$ cat config.mk
export PLATFORM = sky130hd
export DESIGN_NAME = seq_restoring_divider_flat
export DESIGN_NICKNAME = d
export VERILOG_FILES = /design/src/rtl/seq_restoring_divider_if.sv /design/src/rtl/seq_restoring_divider.sv /design/src/flat_wrapper.sv
export SDC_FILE = /design/constraint.sdc
export NUM_CORES = 1
export LEC_CHECK = 0
export CORE_ASPECT_RATIO = 1.5
export CORE_MARGIN = 1
export CORE_UTILIZATION = 41
export CTS_CLUSTER_SIZE = 12
export DETAILED_ROUTE_END_ITERATION = 7
export GPL_ROUTABILITY_DRIVEN = 0
export GPL_TIMING_DRIVEN = 1
export PLACE_DENSITY = 0.6
export SYNTH_ARGS = -nofsm -noshare
export SYNTH_HDL_FRONTEND = slang
export SYNTH_SLANG_ARGS = --single-unit
$ cat constraint.sdc
create_clock -name clk -period 4.4 [get_ports clk]
set_clock_uncertainty 0.05 [all_clocks]
set_input_delay 1.1 -clock clk [delete_from_list [all_inputs] [get_ports clk]]
set_output_delay 1.1 -clock clk [all_outputs]
set_load 0.005 [all_outputs]
$ cat src/rtl/seq_restoring_divider_if.sv
// rtl/seq_restoring_divider_if.sv - start/busy/done handshake and operand/result bundle for the divider
interface seq_restoring_divider_if #(
  parameter int WIDTH = 16
);
  logic             start;
  logic [WIDTH-1:0] dividend;
  logic [WIDTH-1:0] divisor;
  logic             busy;
  logic             done;
  logic [WIDTH-1:0] quotient;
  logic [WIDTH-1:0] remainder;
  logic             div_by_zero;

  modport master (
    output start, dividend, divisor,
    input  busy, done, quotient, remainder, div_by_zero
  );

  modport slave (
    input  start, dividend, divisor,
    output busy, done, quotient, remainder, div_by_zero
  );
endinterface

$ cat src/rtl/seq_restoring_divider.sv
// rtl/seq_restoring_divider.sv - iterative restoring divider, one quotient bit per clock
// DIV_SIGNED_EN selects two's complement operands (sign-magnitude around the unsigned core).
module seq_restoring_divider #(
  parameter int WIDTH = 16
) (
  input  logic                  clk,
  input  logic                  rst_n,
  seq_restoring_divider_if.slave bus
);
  localparam int CW = $clog2(WIDTH);

  typedef enum logic [1:0] {IDLE, RUN, FIN} state_t;

  state_t           state_q, state_d;
  logic [WIDTH-1:0] q_q, q_d;
  logic [WIDTH-1:0] r_q, r_d;
  logic [WIDTH-1:0] d_q, d_d;
  logic [CW-1:0]    count_q, count_d;
  logic             busy_q, busy_d;
  logic             done_q, done_d;
  logic [WIDTH-1:0] quotient_q, quotient_d;
  logic [WIDTH-1:0] remainder_q, remainder_d;
  logic             dbz_q, dbz_d;
`ifdef DIV_SIGNED_EN
  logic             qneg_q, qneg_d;
  logic             rneg_q, rneg_d;
`endif

  logic [WIDTH:0]   r_shift;
  logic [WIDTH:0]   trial;
  logic [WIDTH-1:0] q_next;
  logic [WIDTH-1:0] r_next;

  always_comb begin
    state_d     = state_q;
    q_d         = q_q;
    r_d         = r_q;
    d_d         = d_q;
    count_d     = count_q;
    busy_d      = busy_q;
    done_d      = 1'b0;
    quotient_d  = quotient_q;
    remainder_d = remainder_q;
    dbz_d       = dbz_q;
`ifdef DIV_SIGNED_EN
    qneg_d      = qneg_q;
    rneg_d      = rneg_q;
`endif

    // R < D always holds, so the shifted value minus D fits WIDTH+1 bits with a valid sign bit.
    r_shift = {r_q, q_q[WIDTH-1]};
    trial   = r_shift - {1'b0, d_q};
    q_next  = {q_q[WIDTH-2:0], ~trial[WIDTH]};
    r_next  = trial[WIDTH] ? r_shift[WIDTH-1:0] : trial[WIDTH-1:0];

    case (state_q)
      IDLE: begin
        if (bus.start) begin
`ifdef DIV_SIGNED_EN
          q_d    = bus.dividend[WIDTH-1] ? -bus.dividend : bus.dividend;
          d_d    = bus.divisor[WIDTH-1]  ? -bus.divisor  : bus.divisor;
          qneg_d = bus.dividend[WIDTH-1] ^ bus.divisor[WIDTH-1];
          rneg_d = bus.dividend[WIDTH-1];
`else
          q_d    = bus.dividend;
          d_d    = bus.divisor;
`endif
          r_d     = '0;
          count_d = '0;
          busy_d  = 1'b1;
          state_d = (bus.divisor == '0) ? FIN : RUN;
        end
      end
      RUN: begin
        q_d     = q_next;
        r_d     = r_next;
        count_d = count_q + CW'(1);
        if (count_q == CW'(WIDTH - 1)) begin
`ifdef DIV_SIGNED_EN
          quotient_d  = qneg_q ? -q_next : q_next;
          remainder_d = rneg_q ? -r_next : r_next;
`else
          quotient_d  = q_next;
          remainder_d = r_next;
`endif
          dbz_d   = 1'b0;
          done_d  = 1'b1;
          busy_d  = 1'b0;
          state_d = IDLE;
        end
      end
      FIN: begin
        // Only reached on a zero divisor: Q still holds the (magnitude of the) dividend.
        quotient_d  = '1;
`ifdef DIV_SIGNED_EN
        remainder_d = rneg_q ? -q_q : q_q;
`else
        remainder_d = q_q;
`endif
        dbz_d   = 1'b1;
        done_d  = 1'b1;
        busy_d  = 1'b0;
        state_d = IDLE;
      end
      default: begin
        busy_d  = 1'b0;
        state_d = IDLE;
      end
    endcase
  end

  always_ff @(posedge clk) begin
    if (!rst_n) begin
      state_q     <= IDLE;
      q_q         <= '0;
      r_q         <= '0;
      d_q         <= '0;
      count_q     <= '0;
      busy_q      <= 1'b0;
      done_q      <= 1'b0;
      quotient_q  <= '0;
      remainder_q <= '0;
      dbz_q       <= 1'b0;
`ifdef DIV_SIGNED_EN
      qneg_q      <= 1'b0;
      rneg_q      <= 1'b0;
`endif
    end else begin
      state_q     <= state_d;
      q_q         <= q_d;
      r_q         <= r_d;
      d_q         <= d_d;
      count_q     <= count_d;
      busy_q      <= busy_d;
      done_q      <= done_d;
      quotient_q  <= quotient_d;
      remainder_q <= remainder_d;
      dbz_q       <= dbz_d;
`ifdef DIV_SIGNED_EN
      qneg_q      <= qneg_d;
      rneg_q      <= rneg_d;
`endif
    end
  end

  assign bus.busy        = busy_q;
  assign bus.done        = done_q;
  assign bus.quotient    = quotient_q;
  assign bus.remainder   = remainder_q;
  assign bus.div_by_zero = dbz_q;
endmodule
$ cat src/flat_wrapper.sv
// flat-port wrapper written by rule: the top's interface ports become plain ports
module seq_restoring_divider_flat 
#(
  parameter int WIDTH = 16
)
  (clk, rst_n, bus_start, bus_dividend, bus_divisor, bus_busy, bus_done, bus_quotient, bus_remainder, bus_div_by_zero);
  seq_restoring_divider_if #(.WIDTH(WIDTH)) bus_i ();
  input  logic clk;
  input  logic rst_n;
  input wire logic [$bits(bus_i.start)-1:0] bus_start;
  input wire logic [$bits(bus_i.dividend)-1:0] bus_dividend;
  input wire logic [$bits(bus_i.divisor)-1:0] bus_divisor;
  output wire logic [$bits(bus_i.busy)-1:0] bus_busy;
  output wire logic [$bits(bus_i.done)-1:0] bus_done;
  output wire logic [$bits(bus_i.quotient)-1:0] bus_quotient;
  output wire logic [$bits(bus_i.remainder)-1:0] bus_remainder;
  output wire logic [$bits(bus_i.div_by_zero)-1:0] bus_div_by_zero;
  assign bus_i.start = bus_start;
  assign bus_i.dividend = bus_dividend;
  assign bus_i.divisor = bus_divisor;
  assign bus_busy = bus_i.busy;
  assign bus_done = bus_i.done;
  assign bus_quotient = bus_i.quotient;
  assign bus_remainder = bus_i.remainder;
  assign bus_div_by_zero = bus_i.div_by_zero;
  seq_restoring_divider #(.WIDTH(WIDTH)) u_core (.clk(clk), .rst_n(rst_n), .bus(bus_i));
endmodule
==> results of run 1 <==
## state kept, by name, summed over array words and instances (netlist names)
name                    cells
u_core.bus.done             1
u_core.bus.remainder       16
u_core.bus.busy             1
u_core.bus.div_by_zero      1
u_core.d_q                 16
u_core.q_q                 16
u_core.r_q                 16
u_core.bus.quotient        16
u_core.count_q              4
u_core.state_q              2
## cell families (layout without fill, tap and decap cells)
family	count (synthesis)	after routing	synth area share [%]
AOI/OAI and AO/OA	195	195	26.5
and+or+nand+nor	162	162	15.7
DFF	89	89	38.1
buffers and inverters	65	120	5.46
muxes	28	28	6.00
adders and majority gates	21	21	5.78
xor gates and xnor gates	13	13	2.44
## cell usage in the layout (no fill, tap or decap), types with 4 or more instances in the layout
| master | n |
|---|---|
| nand2_1 | 65 |
| o21ai_0 | 47 |
| nor3_1 | 6 |
| ha_1 | 19 |
| xnor2_1 | 7 |
| nor2_1 | 33 |
| nor4_1 | 4 |
| a21oi_1 | 63 |
| a211oi_1 | 17 |
| o221ai_1 | 9 |
| clkbuf_16 | 9 |
| a22oi_1 | 4 |
| o22ai_1 | 17 |
| nand2b_1 | 4 |
| nand3_1 | 27 |
| mux2i_1 | 28 |
| inv_1 | 27 |
| buf_4 | 7 |
| o21ai_1 | 4 |
| xor2_1 | 6 |
| o211ai_1 | 5 |
| and3_1 | 4 |
| clkdlybuf4s50_1 | 69 |
| dfxtp_1 | 89 |
## final timing paths
kind / start / slack (ps) / to
worst min-delay path: u_core.d_q[7] / 410 / u_core.d_q[7]
worst max register to register: u_core.q_q[15] / 900 / u_core.bus.remainder[10]
worst min register to register: u_core.d_q[7] / 410 / u_core.d_q[7]
worst max-delay path: u_core.q_q[15] / 900 / u_core.bus.remainder[10]
## synth_stat cells (3+ instances only)
master and instances:
a22oi_1 4, ha_1 20, buf_1 5, nor2b_1 3
o211ai_1 5, and3_1 4, a211oi_1 17, xor2_1 6
mux2i_1 28, nand2b_1 4, nand3_1 27, o221ai_1 9
and2_1 3, dfxtp_1 89, o22ai_1 17, clkbuf_1 30
a21o_1 3, nor2_1 33, nand2_1 65, xnor2_1 7
a21oi_1 63, o31ai_1 3, nor4_1 4, nor3_1 6
inv_1 27, a211o_1 3, o21ai_0 48, o21ai_1 3
nand4_1 3
## critical path, stage by stage (launching register included)
cell	delay (ps)
dfxtp_1	350
inv_1	60
ha_1	210
fa_1	400
nand2b_1	180
a21oi_1	260
o221ai_2	190
o21bai_2	250
a311oi_4	200
nor2_2	720
mux2i_1	320
o221ai_1	150
## through the flow
| stage | hold WS (ps) | util [%] | instances |
|---|---|---|---|
| global placement | 399 | 49.3 | 759 |
| finish | 407 | 52.2 | 775 |
| detailed placement | 400 | 49.3 | 759 |
| CTS | 409 | 52.2 | 775 |
| global route | 439 | 52.2 | 775 |
| floorplan | 386 | - | 573 |
## area by class of cell
class | instances | area [µm²] | share of cell area [%]
clock buffer | 9 | 225 | 3.90
clock inverter | 7 | 92.6 | 1.60
inverter | 28 | 105 | 1.82
multi-input combinational | 419 | 2640 | 45.7
sequential | 89 | 1780 | 30.9
tap | 147 | 184 | 3.19
timing repair buffer | 76 | 743 | 12.9
## power breakdown
group          internal, W  switching, W  total (W)
registers         0.000854     0.0000427   0.000897
logic             0.000236      0.000308   0.000544
clock network     0.000498      0.000325   0.000822
## metal layers
layer | share of wire [%] | vias to the layer above | track usage, %
li1 | - | 2180 | -
met1 | 42 | 2091 | 29.6
met2 | 50 | 87 | 38.6
met3 | 3.6 | 29 | 3.81
met4 | 4.6 | 0 | 12.7
met5 | 0 | - | 0
==> out/qor.yml, run 1 <==
floorplan:
  io_pins: 70
  core_mm2: 0.0111
  die_x_um: 89.2
  die_area_mm2: 0.0118
  die_h_um: 133
  start_util_pct: 42.3
  rows: 47
placement:
  io_buffers: 69
  dp_hpwl_mm: 9.50
  dpl_cell_area_mm2: 0.00545
  pre_cts_slack_ps: 898
sta:
  tightest_slew_ps: 1200
  fmax_mhz: 286
  final_hold_viol_count: 0
  tns_ps: 0
  slew_headroom_pct: 20.0
  fin_crit_sh_pct: 79.4
  setup_violations: 0
  rsz0062_at_grt: "false"
  layout_setup_ws_ps: 905
  period_needed_ps: 3500
  report.final.slew_viol_count: 0
critical_path:
  critPathMaxFanout: 13
  arrival_ps: 3650
  crit_type: "flip-flop to flip-flop"
  required_ps: 4550
  ff2ff_path_depth: 11
  startpoint_type: "flip-flop"
  endpoint_kind: "flip-flop"
power:
  p_total_w: 0.00226
  power_density_mw_per_mm2: 392
  peakVddDrop_mv: 0.226
  leakage_nw: 2.13
route:
  drt_iter0_markers: 186
  wl_per_cell_um: 17.0
  drt-vias-per-instance: 5.66
  final_antenna_net_count: 0
  drc: 0
  dr.pass1.iters: 4
  drt-total-wl_mm: 13.2
  dr_total_vias: 4387
cts:
  cts_resized: 0
  htree_levels: 3
  clk_pin_slew_ps: 60
  cts_hold_buf: 0
  clock_latency_ps: 340
  numCtsBuffers: 9
  cts.sinks: 89
  cts_root_buf: "clkbuf_16"
  clk_path_buf_depth: 2
  cts_tree: "built"
  cts_setup_buffers: 0
synthesis:
  synth_area_mm2: 0.00467
  yosysUniqueCellTypes: 58
  yosysSeqAreaShare_pct: 38.1
  syn-num-nets: 629
  synth_edf_count: 0
  synth-seq-cells: 89
  synth_cells: 573
  synth.top_cell.area_share_pct: 38.1
  avgSynthCellArea_um2: 8.16
  synth-warning-count: 0
  ys_async_sr_fraction_pct: 0
  synthFlopType: "dfxtp_1"
  synthTopCellsByArea: "dfxtp_1 38%, a21oi_1 6.7%, mux2i_1 6.0%"
  synth_top_area_cell: "dfxtp_1"
layout:
  final_nets: 679
  fillCellCount: 1109
  layout-drive-gt1-share_pct: 4.94
  fin_area_mm2: 0.00577
  antenna_cells: 0
  syn_to_final_growth_pct: 23.5
global_routing:
  grt_start_max_net_pins: 50
  grt_pass1_vias: 4340
  grt_overflow: 0
  grt_usage_pct: 23.8
  antenna_found_initial: 0
  grt_pass1_wl_mm: 21.6
hold_path:
  min_delay_path_depth: 2
  hp-class: "flip-flop to flip-flop"
flow_run:
  max-cap-violations: 0
run_status:
  outcome: "finished clean"
(Power assumes the default switching activity.)
==> inputs of run 2 (changes only) <==
clock period = 3.6 ns   (was 4.4 ns; I/O delays follow)
==> run 2 against run 1 <==
Count of clock-buffer cells in the layout is 1 higher; final cell count is 0.65% higher; fmax is 4.2% higher; sequential share of layout area is 0.38 points lower; wire length is 2.0% higher; first-iteration DRC count is 20% higher; design area is 1.3% higher; via count is 1.1% lower; worst hold slack better by 3.7 ps; utilization is 0.66 points higher.
==> out/qor.yml, run 2 (synthesis results as in run 1) <==
power:
  intPower_w: 0.00204  # was 0.00159 W
  p_switching_w: 0.000852  # was 0.000676 W
  pwr-share-clk_pct: 38.9  # was 36.3%
  power_density_mw_per_mm2: 495  # was 392 mW/mm²
  peakVddDrop_mv: 0.252  # was 0.226 mV
  seqPwrFrac_pct: 37.9  # was 39.6%
  leakage_nw: 2.16  # was 2.13 nW
  switching_share_pct: 29.5  # was 29.9%
  p_comb_share_pct: 23.2  # was 24.0%
critical_path:
  crit_type: "flip-flop to flip-flop"  # unchanged
  critPathTopFamily: "compound AO/OA/AOI/OAI gates"  # unchanged
  startpoint_type: "flip-flop"  # unchanged
  endpoint_kind: "flip-flop"  # unchanged
  slowest_delay_ps: 490  # was 720 ps
  ff2ff_setup_slack_ps: 240  # was 900 ps
  critPathMaxFanout: 11  # was 13
  cp_slowest_cell: "o41a_1"  # was nor2_2
  critPathBufInv: 2  # was 1
  arrival_ps: 3570  # was 3650 ps
  required_ps: 3820  # was 4550 ps
  crit_chain: "inv_1 -> ha_1 -> fa_1 -> nand2b_1 -> a21oi_1 -> o221ai_2 -> o21bai_2 -> a311oi_4 -> buf_4 -> or2_1 -> o41a_1 -> o22ai_1"  # was inv_1 -> ha_1 -> fa_1 -> nand2b_1 -> a21oi_1 -> o221ai_2 -> o21bai_2 -> a311oi_4 -> nor2_2 -> mux2i_1 -> o221ai_1
cts:
  cts_resized: 0  # unchanged
  cts_hold_buf: 0  # unchanged
  cts.sinks: 89  # unchanged
  cts_setup_buffers: 0  # unchanged
  clk_path_buf_depth: 2  # unchanged
  htree_levels: 3  # unchanged
  numCtsBuffers: 9  # unchanged
  cts_tree: "built"  # unchanged
  clk_pin_slew_ps: 70  # was 60 ps
  cts_root_buf: "clkbuf_16"  # unchanged
  clock_latency_ps: 360  # was 340 ps
sta:
  slew_headroom_pct: 42.5  # was 20.0%
  setup_violations: 0  # unchanged
  fin_crit_sh_pct: 93.2  # was 79.4%
  tns_ps: 0  # unchanged
  report.final.slew_viol_count: 0  # unchanged
  rsz0062_at_grt: "false"  # unchanged
  fmax_mhz: 298  # was 286 MHz
  tightest_slew_ps: 861  # was 1200 ps
  period_needed_ps: 3360  # was 3500 ps
  final_hold_viol_count: 0  # unchanged
route:
  drt_iter0_markers: 224  # was 186
  drt-vias-per-instance: 5.56  # was 5.66
  final_antenna_net_count: 0  # unchanged
  wl_per_cell_um: 17.3  # was 17.0 µm
  drt-total-wl_mm: 13.5  # was 13.2 mm
  drc: 0  # unchanged
  dr.pass1.iters: 4  # unchanged
  dr_total_vias: 4340  # was 4,387
layout:
  layout-drive-gt1-share_pct: 5.69  # was 4.94%
  layout.cells.non_filler: 780  # was 775
  antenna_cells: 0  # unchanged
  fillCellCount: 1106  # was 1,109
  syn_to_final_growth_pct: 25.0  # was 23.5%
  layout_commonest_cell: "dfxtp_1"  # unchanged
  final_cell_mix: "89 x dfxtp_1, 69 x clkdlybuf4s50_1, 65 x nand2_1, 63 x a21oi_1, 47 x o21ai_0"  # unchanged
  final_nets: 684  # was 679
  multi_input_area_mm2: 0.00264  # unchanged
  seqCellArea_mm2: 0.00178  # unchanged
floorplan:
  rows: 47  # unchanged
  die_area_mm2: 0.0118  # unchanged
  core_mm2: 0.0111  # unchanged
  die_x_um: 89.2  # unchanged
  start_util_pct: 42.3  # unchanged
  io_pins: 70  # unchanged
  die_h_um: 133  # unchanged
global_routing:
  grt_overflow: 0  # unchanged
  grt_start_max_net_pins: 38  # was 50
  grt_usage_pct: 23.9  # was 23.8%
  grt_pass1_wl_mm: 21.4  # was 21.6 mm
  antenna_found_initial: 0  # unchanged
  grt_pass1_vias: 4296  # was 4,340
placement:
  dp.cells: 764  # was 759
  dp_hpwl_mm: 9.69  # was 9.50 mm
  io_buffers: 69  # unchanged
flow_run:
  max-cap-violations: 0  # unchanged
hold_path:
  hp-class: "flip-flop to flip-flop"  # unchanged
run_status:
  outcome: "finished clean"  # unchanged
-- run 2: cell types whose count changed in the layout (fill, tap and decap cells not counted) --
cell and delta:
buf_4 +5, clkinv_2 -3, clkinvlp_4 +2, bufinv_16 +1, clkbuf_8 +1, clkinv_4 -1
-- run 2: final cells by class --
cell class                 count  share of cell area (%)
tap                          147                    3.15
inverter                      28                    1.80
clock inverter                 6                    1.95
timing repair buffer          81                    13.4
clock buffer                  10                    4.09
multi-input combinational    419                    45.2
sequential                    89                    30.5
-- run 2: routing by layer --
metal / routed length, µm / GRT usage [%] / part of all wire (%) / up-vias
met4: 452 / 10.4 / 3.4 / 0
li1: - / - / - / 2184
met3: 464 / 4.80 / 3.4 / 22
met2: 6830 / 40.4 / 51 / 84
met5: 0 / 0 / 0 / -
met1: 5710 / 28.7 / 42 / 2050
-- run 2: worst min-delay path: stages (launching register included) --
cell	delay, ps
dfxtp_1	310
nand2_1	50
a21oi_1	50
-- run 2: power groups by stage --
| stage | logic [W] | registers [W] | clock network [W] |
|---|---|---|---|
| finish | 0.000672 | 0.00110 | 0.00112 |
| global route | 0.000743 | 0.00110 | 0.00117 |
| CTS | 0.000671 | 0.00110 | 0.00114 |
| detailed placement | 0.000668 | 0.00112 | 0 |
| global placement | 0.000659 | 0.00111 | 0 |
| floorplan | 0.000481 | 0.00110 | 0 |
-- run 2: path summary, 6_finish.rpt --
kind                  start                       end  depth (start not counted)
max          u_core.q_q[15]  u_core.bus.remainder[15]                         12
min           u_core.d_q[6]             u_core.d_q[6]                          2
max reg2reg  u_core.q_q[15]  u_core.bus.remainder[15]                         12
min reg2reg   u_core.d_q[6]             u_core.d_q[6]                          2
-- run 2: metrics by stage --
step           utilization, %  area (µm²)  power, W  setup slack (ps)  hold slack [ps]
6_report                 52.9        5840   0.00289               244              410
5_1_grt                  52.9        5840   0.00302              20.0              425
4_1_cts                  52.9        5840   0.00291               251              411
3_5_place_dp             49.7        5490   0.00179               242              402
3_3_place_gp             49.7        5490   0.00177               336              399
2_1_floorplan               -        4670   0.00158               668              386
